**src/rtl/fdtd_hy_sweep_ctrl.sv**
```systemverilog
// fdtd_hy_sweep_ctrl
//   Sequencer for the pipelined Hy-update datapath (Ez differencing, scale by
//   chyez/chyh, add old Hy). A sweep streams Ez[0..N] and Hy[0..N-1] out of
//   the field SRAMs, drives the datapath clock enable and writes each new Hy
//   back at the pipeline-delayed address. hold freezes everything in place.
//
// Ports
//   CLK, RST    clock, synchronous active-high reset
//   start       single-cycle pulse, accepted only in IDLE
//   n_cells     N, number of Hy cells to update (latched on accepted start)
//   hold        freeze request (no effect in IDLE)
//   ez_rd_en/ez_rd_addr   Ez SRAM read strobe/address (1-cycle latency)
//   hy_rd_en/hy_rd_addr   Hy SRAM read strobe/address (1-cycle latency)
//   calc_clken            datapath clock enable
//   hy_wr_en/hy_wr_addr   Hy SRAM write strobe/address (data from datapath)
//   busy, done            sweep in progress / one-cycle completion pulse
module fdtd_hy_sweep_ctrl #(
    parameter int FDTD_DATA_WIDTH = 32,
    parameter int ADDR_WIDTH      = 10,
    parameter int PIPE_LAT        = 5,
    parameter int HY_RD_DLY       = 3
) (
    input  logic                  CLK,
    input  logic                  RST,
    input  logic                  start,
    input  logic [ADDR_WIDTH-1:0] n_cells,
    input  logic                  hold,
    output logic                  ez_rd_en,
    output logic [ADDR_WIDTH-1:0] ez_rd_addr,
    output logic                  hy_rd_en,
    output logic [ADDR_WIDTH-1:0] hy_rd_addr,
    output logic                  calc_clken,
    output logic                  hy_wr_en,
    output logic [ADDR_WIDTH-1:0] hy_wr_addr,
    output logic                  busy,
    output logic                  done
);

    // The data word only flows through the datapath; it is checked here so
    // that a bad instantiation is caught at elaboration.
    if (FDTD_DATA_WIDTH < 1 || ADDR_WIDTH < 1 || PIPE_LAT < 1 ||
        HY_RD_DLY < 1 || HY_RD_DLY > PIPE_LAT) begin : g_param_check
        $error("fdtd_hy_sweep_ctrl: illegal parameter combination");
    end

    localparam int WR_STG = PIPE_LAT + 1;

    typedef enum logic [1:0] {IDLE, READ, DRAIN, FIN} state_e;

    state_e                state_q, state_d;
    logic [ADDR_WIDTH-1:0] idx_q, idx_d;
    logic [ADDR_WIDTH-1:0] n_q, n_d;

    // Tag pipeline: stage k holds the tag of the Ez read issued k clken
    // cycles ago. The stored address is already index-1 (the Hy cell the
    // sample completes), so taps drive the Hy addresses directly.
    logic [WR_STG:1]       tag_vld_q;
    logic [ADDR_WIDTH-1:0] tag_addr_q [1:WR_STG];

    logic                  active;
    logic                  clken;
    logic                  tag_pending;
    logic                  in_vld;
    logic [ADDR_WIDTH-1:0] in_addr;

    always_comb begin
        active      = (state_q == READ) || (state_q == DRAIN);
        clken       = active && !hold;
        // Index 0 only primes the differencer and never produces a write.
        in_vld      = (state_q == READ) && (idx_q != '0);
        in_addr     = in_vld ? (idx_q - 1'b1) : '0;
        // Stages 1..PIPE_LAT; the write stage itself is retiring this cycle.
        tag_pending = |tag_vld_q[PIPE_LAT:1];
    end

    always_comb begin
        state_d = state_q;
        idx_d   = idx_q;
        n_d     = n_q;
        case (state_q)
            IDLE: begin
                if (start) begin
                    if (n_cells != '0) begin
                        n_d     = n_cells;
                        idx_d   = '0;
                        state_d = READ;
                    end else begin
                        state_d = FIN;
                    end
                end
            end
            READ: begin
                if (!hold) begin
                    if (idx_q == n_q) begin
                        state_d = DRAIN;
                    end else begin
                        idx_d = idx_q + 1'b1;
                    end
                end
            end
            DRAIN: begin
                if (!hold && !tag_pending) begin
                    state_d = FIN;
                end
            end
            FIN: begin
                if (!hold) begin
                    state_d = IDLE;
                    idx_d   = '0;
                end
            end
            default: state_d = IDLE;
        endcase
    end

    always_ff @(posedge CLK) begin
        if (RST) begin
            state_q   <= IDLE;
            idx_q     <= '0;
            n_q       <= '0;
            tag_vld_q <= '0;
            for (int k = 1; k <= WR_STG; k++) begin
                tag_addr_q[k] <= '0;
            end
        end else begin
            state_q <= state_d;
            idx_q   <= idx_d;
            n_q     <= n_d;
            // Tags move only with the datapath so they stay aligned under hold.
            if (clken) begin
                tag_vld_q     <= {tag_vld_q[PIPE_LAT:1], in_vld};
                tag_addr_q[1] <= in_addr;
                for (int k = WR_STG; k >= 2; k--) begin
                    tag_addr_q[k] <= tag_addr_q[k-1];
                end
            end
        end
    end

    always_comb begin
        ez_rd_en   = (state_q == READ) && !hold;
        ez_rd_addr = idx_q;
        hy_rd_en   = tag_vld_q[HY_RD_DLY] && clken;
        hy_rd_addr = tag_addr_q[HY_RD_DLY];
        hy_wr_en   = tag_vld_q[WR_STG] && clken;
        hy_wr_addr = tag_addr_q[WR_STG];
        calc_clken = clken;
        busy       = active;
        done       = (state_q == FIN) && !hold;
    end

endmodule

```
**config.mk**
```make
export PLATFORM = sky130hd
export DESIGN_NAME = fdtd_hy_sweep_ctrl
export DESIGN_NICKNAME = d
export VERILOG_FILES = /design/src/rtl/fdtd_hy_sweep_ctrl.sv
export SDC_FILE = /design/constraint.sdc
export NUM_CORES = 1
export LEC_CHECK = 0
export CAP_MARGIN = 0
export CORE_MARGIN = 5
export CORE_UTILIZATION = 40
export CTS_CLUSTER_DIAMETER = 60
export DETAILED_ROUTE_END_ITERATION = 12
export GPL_ROUTABILITY_DRIVEN = 1
export PLACE_DENSITY_LB_ADDON = 0.1
export RECOVER_POWER = 100
export SYNTH_ARGS = -nofsm -noshare
export SYNTH_HDL_FRONTEND = slang
export SYNTH_SLANG_ARGS = --single-unit
```
**constraint.sdc**
```tcl
create_clock -name CLK -period 3.9 [get_ports CLK]
set_input_delay 0.78 -clock CLK [delete_from_list [all_inputs] [get_ports CLK]]
set_output_delay 0.78 -clock CLK [all_outputs]
set_load 0.01 [all_outputs]
```
==> results of run 1 <==
logic make-up (layout without fill, tap and decap cells):
family	Yosys count	after routing	share of synthesized area
AOI/OAI and AO/OA	36	36	0.0594
xor gates and xnor gates	16	16	0.0456
adders and majority gates	8	8	0.0252
buffers and inverters	29	80	0.0340
DFF	88	88	0.594
muxes	10	10	0.0252
and+or+nand+nor	153	153	0.217
layer usage:
layer  global-route usage  up-vias
li1                     -     1288
met1                0.156     1230
met2                0.203       55
met3               0.0294       11
met4               0.0606        0
met5                    0        -
flip-flops by register name (all words and copies together) (netlist names):
signal	flops
tag_addr_q	60
ez_rd_addr	10
n_q	10
tag_vld_q	6
state_q	2
Yosys cell counts, types with 2 or more instances:
cell type / number
and3_1: 2
mux2i_1: 10
and2_1: 51
o211ai_1: 5
o31ai_1: 3
xnor2_1: 11
o21ai_0: 2
a31oi_1: 7
nand4_1: 2
ha_1: 8
xnor2_2: 3
nand2_1: 26
a21oi_1: 11
nand4_2: 2
nand2b_1: 5
nor3_2: 3
inv_1: 10
nor3_1: 2
buf_2: 3
a21o_2: 2
or4_1: 7
clkbuf_1: 13
nand3_1: 8
or4b_1: 2
nor2_1: 28
nor2b_1: 2
nor4_1: 4
or3_1: 2
edfxtp_1: 60
buf_6: 3
dfxtp_1: 28
final cells by class:
type	instances	area (µm²)	share of cell area
clock buffers	10	128	0.0267
clock inverters	6	92.6	0.0194
inverters	10	37.5	0.00786
multi-input cells	223	1470	0.308
flip-flops and latches	88	2360	0.495
well taps	133	166	0.0349
repair buffers	54	518	0.108
final timing paths:
check | start | end | slack (ns) | depth (start not counted)
worst max-delay path | hold | hy_wr_en | 0.46 | 5
worst min-delay path | tag_vld_q[6]$_SDFFE_PP0N_ | tag_vld_q[6]$_SDFFE_PP0N_ | 0.46 | 2
worst max register to register | state_q[1]$_SDFFE_PP0P_ | tag_addr_q[3][6]$_SDFFCE_PP0P_ | 1.14 | 6
worst min register to register | tag_vld_q[6]$_SDFFE_PP0N_ | tag_vld_q[6]$_SDFFE_PP0N_ | 0.46 | 2
report_power, final:
group | switching, mW | total, mW | internal [mW] | leakage (nW)
Sequential | 0.0616 | 1.26 | 1.20 | 0.861
Combinational | 0.435 | 0.719 | 0.284 | 0.827
Clock | 0.339 | 0.705 | 0.366 | 0.104
Total | 0.835 | 2.69 | 1.85 | 1.79
worst max-delay path, stage by stage:
cell	delay, ns
dlygate4sd3_1	0.62
nand2b_1	0.31
inv_1	0.17
and2_1	0.19
dlygate4sd3_1	0.60
per-stage QoR:
step | hold slack [ns] | instance area [µm²] | cells | power [mW]
6_report | 0.459 | 4770 | 524 | 2.69
5_1_grt | 0.488 | 4770 | 524 | 2.84
4_1_cts | 0.466 | 4810 | 524 | 2.77
3_5_place_dp | 0.455 | 4590 | 508 | 2.07
3_3_place_gp | 0.451 | 4590 | 508 | 2.05
2_1_floorplan | 0.432 | 3980 | 340 | 1.79
==> metrics, run 1 <==
GR Util All Layers 0.125; Syn Nets 362; CTS Sinks 88; global-route wire length before repair 11,800 µm; worst path arrival time 2.66 ns; Area Growth Syn to Fin 20.0%; Port-buffer cells 49; CP max FO 8; Routed WL per cell 13.5 µm; Min-Delay Path Class reg2reg; Max Buffers Root-to-Sink 2; Slew HR -0.00947; fin util 0.491; CTS tree built; Critical Path RT 3.12 ns; Post-CTS Setup Inserts 0; period utilization 0.882; total number of vias 2,584; chip width 110 µm; WL met3 338 µm; Mapped Cells 340; clock latency reported for the late side of the worst-skew pair 0.35 ns; GPL Wtd Cong 0.797; Max Slew Vio Count 51; met1 wire length 3240 µm; Antenna diodes 0; via/cell ratio 4.93; final-stage net count 408; Critical Path Sink Type output pin; top cells by area, synth edfxtp_1 (45%), dfxtp_1 (14%), and2_1 (8.0%), nor2_1 (2.6%), ha_1 (2.5%); Detail Placement HPWL 4710 µm; violated checks max-capacitance violations, max-slew violations; RSZ-0062 raised after global routing false; Inserted Clock Buffers 9; number of global-route vias before repair 2,532; worst setup path category in2out; Core Area 0.00973 mm²; Setup WS pre-CTS 0.636 ns; Final Setup Violations 0; clk slew on worst S/H paths 0.09 ns; initial antenna violation count 0; pwr dens 563 mW/mm²; number of synthesized register bits 88; number of synthesis warnings 0; Max Freq 291 MHz; ys flop type edfxtp_1; max layer used met4; outcome finished with violations; min cycle time layout 3.44 ns; total die area 0.0120 mm²; clk_skew 0.0151 ns; largest net degree at the start of global routing 62; Yosys top cell by area edfxtp_1; Sum Neg Setup Slack 0 ns; most frequent cells in the layout edfxtp_1 (60), dlygate4sd3_1 (38), nor2_1 (28), and2_0 (28), dfxtp_1 (28); hold_buf cts 0; Pleak 1.79 nW; number of synthesized flops with an enable pin 60; total congestion overflow 0; layout cells sized above 1 0.0767; Mean Syn Cell Area 11.7 µm²; sequential-to-total area share from yosys stat 0.594; total of max-cap violations 1; Critical Path Start Type input port; peak supply drop 0.295 mV; initial drt markers 101; Cell Rows 36; asr flop ratio synth 0; Yosys top cell area share 0.453; Routed Antenna Nets 0; final wirelength 7060 µm; Slew @ Worst Pin 1.51 ns; Cell variety after synth 46; Mapped Area 0.00398 mm²; Root Buffer clkbuf_8; H-tree Lvls 3; fillers 924; Initial Utilization 0.409; smallest setup slack after layout 0.459 ns; io pins 50; most common cell after layout, fill and taps aside edfxtp_1; Die Span Y 110 µm; residual DRC count 0; CTS-repair resized insts 0; met2 wire length 3340 µm; drt pass-1 iters 5; final hold violations 0
Note: power is estimated with default switching activity, not from simulation.
==> run 2: changes to the inputs <==
Settings changed: PLACE_DENSITY from default to 0.68, PLACE_DENSITY_LB_ADDON 0.1 to default.
==> metrics, run 2 (same netlist as run 1, synthesis figures left out) <==
outcome finished with violations (unchanged); violated checks max-capacitance violations, max-slew violations (unchanged); final wirelength 6860 µm (was 7060 µm); most flop-heavy register tag_addr_q (unchanged); initial antenna violation count 0 (unchanged); number of global-route vias before repair 2,573 (was 2,532); fillers 909 (was 924); initial drt markers 97 (was 101); total of max-cap violations 1 (unchanged); Slew HR -0.0467 (was -0.00947); io pins 50 (unchanged); Cell Chain, Critical Path dlygate4sd3_1 -> nand2b_1 -> inv_1 -> and2_1 -> dlygate4sd3_1 (unchanged); Detail Placement HPWL 4620 µm (was 4710 µm); Setup WS pre-CTS 0.642 ns (was 0.636 ns); final-stage net count 407 (was 408); area used by multi-input combinational logic 0.00148 mm² (was 0.00147 mm²); min cycle time layout 3.44 ns (about the same); worst setup path category in2out (unchanged); global-route wire length before repair 11,800 µm (unchanged); period utilization 0.881 (was 0.882); combinational fraction of design power 0.270 (was 0.267); CP max FO 8 (unchanged); residual DRC count 0 (unchanged); GR Util All Layers 0.125 (about the same); pwr dens 559 mW/mm² (was 563 mW/mm²); Port-buffer cells 49 (unchanged); Largest register FFs 60 (unchanged); most common cell after layout, fill and taps aside edfxtp_1 (unchanged); Max Freq 291 MHz (about the same); Routed WL per cell 13.1 µm (was 13.5 µm); Finished Layout Cells 522 (was 524); layout cells sized above 1 0.0771 (was 0.0767); Min-Delay Path Class reg2reg (unchanged); Die Span Y 110 µm (unchanged); slowest CP cell dlygate4sd3_1 (unchanged); Critical Path Start Type input port (unchanged); Critical Path RT 3.12 ns (about the same); total number of vias 2,598 (was 2,584); sequential power share 0.475 (was 0.470); Clock Power Share 0.256 (was 0.262); CTS-repair resized insts 0 (unchanged); via/cell ratio 4.98 (was 4.93); Worst path max stage delay 0.62 ns (about the same); r2r setup slk 1.07 ns (was 1.14 ns); worst path arrival time 2.66 ns (about the same); Max Slew Vio Count 51 (unchanged); hold_buf cts 0 (unchanged); clk_skew 0.00772 ns (was 0.0151 ns); Net Sw Frac 0.307 (was 0.311); most frequent cells in the layout edfxtp_1 (60), dlygate4sd3_1 (39), and2_0 (36), nor2_1 (28), dfxtp_1 (28) (was edfxtp_1 (60), dlygate4sd3_1 (38), nor2_1 (28), and2_0 (28), dfxtp_1 (28)); most used cell, CP dlygate4sd3_1 (unchanged); clk slew on worst S/H paths 0.09 ns (about the same); Switch Pwr 0.818 mW (was 0.835 mW); Antenna diodes 0 (unchanged); Cell Rows 36 (unchanged); H-tree Lvls 3 (unchanged); total die area 0.0120 mm² (unchanged); chip width 110 µm (unchanged); RSZ-0062 raised after global routing false (unchanged); total congestion overflow 0 (unchanged); peak supply drop 0.339 mV (was 0.295 mV); fin util 0.490 (was 0.491); Final Cell Area 0.00477 mm² (about the same); CTS Sinks 88 (unchanged); Initial Utilization 0.409 (unchanged); cell-internal power 1.85 mW (about the same); Pleak 1.78 nW (was 1.79 nW); Inserted Clock Buffers 9 (unchanged); Core Area 0.00973 mm² (unchanged); clock latency reported for the late side of the worst-skew pair 0.35 ns (about the same); Seq. cell area 0.00236 mm² (unchanged); Slew @ Worst Pin 1.57 ns (was 1.51 ns); drt pass-1 iters 4 (was 5); Sum Neg Setup Slack 0 ns (unchanged); GPL Wtd Cong 0.819 (was 0.797); largest net degree at the start of global routing 62 (unchanged); Max Buffers Root-to-Sink 2 (unchanged); CTS tree built (unchanged); Final Setup Violations 0 (unchanged); Routed Antenna Nets 0 (unchanged); smallest setup slack after layout 0.463 ns (was 0.459 ns); final hold violations 0 (unchanged); Critical Path Sink Type output pin (unchanged); dpl cell area 0.00459 mm² (about the same); Post-CTS Setup Inserts 0 (unchanged); Root Buffer clkbuf_8 (unchanged); Area Growth Syn to Fin 19.8% (was 20.0%); Cell Count Post-Placement 507 (was 508)
## run 2: metal layers
metal  routed length, µm  vias up  track usage
li1                    -     1286            -
met1                2970     1237        0.145
met2                3420       69        0.217
met3                 422        6       0.0505
met4                  36        0       0.0294
met5                   0        -            0
## run 2: path summary, 6_finish.rpt
check,from,end,cells after the start
worst max-delay path,hold,hy_wr_en,5
worst min-delay path,tag_vld_q[6]$_SDFFE_PP0N_,tag_vld_q[6]$_SDFFE_PP0N_,2
worst max register to register,state_q[0]$_SDFFE_PP0P_,tag_addr_q[4][7]$_SDFFCE_PP0P_,6
worst min register to register,tag_vld_q[6]$_SDFFE_PP0N_,tag_vld_q[6]$_SDFFE_PP0N_,2
## run 2: metrics by stage
step	hold slack (ns)	total power [mW]
floorplan	0.432	1.79
global placement	0.449	2.04
detailed placement	0.460	2.06
CTS	0.473	2.75
global route	0.496	2.84
finish	0.464	2.67
## run 2: power groups by stage
stage	Clock [mW]	Combinational, mW	Sequential, mW
after global routing	0.752	0.803	1.28
after floorplan	0	0.492	1.30
final	0.681	0.719	1.27
after CTS	0.708	0.780	1.26
after detailed placement	0	0.776	1.28
after global placement	0	0.760	1.28
## run 2: area by class of cell
type | count | area share
clock buffers | 9 | 0.0260
clock inverters | 6 | 0.0194
inverters | 10 | 0.00787
multi-input cells | 223 | 0.310
flip-flops and latches | 88 | 0.495
well taps | 133 | 0.0349
repair buffers | 53 | 0.107
## run 2: worst max-delay path, delay by kind of cell
family	cells	cell delay (ns)
simple gates	2	0.49
buf+inv	3	1.38
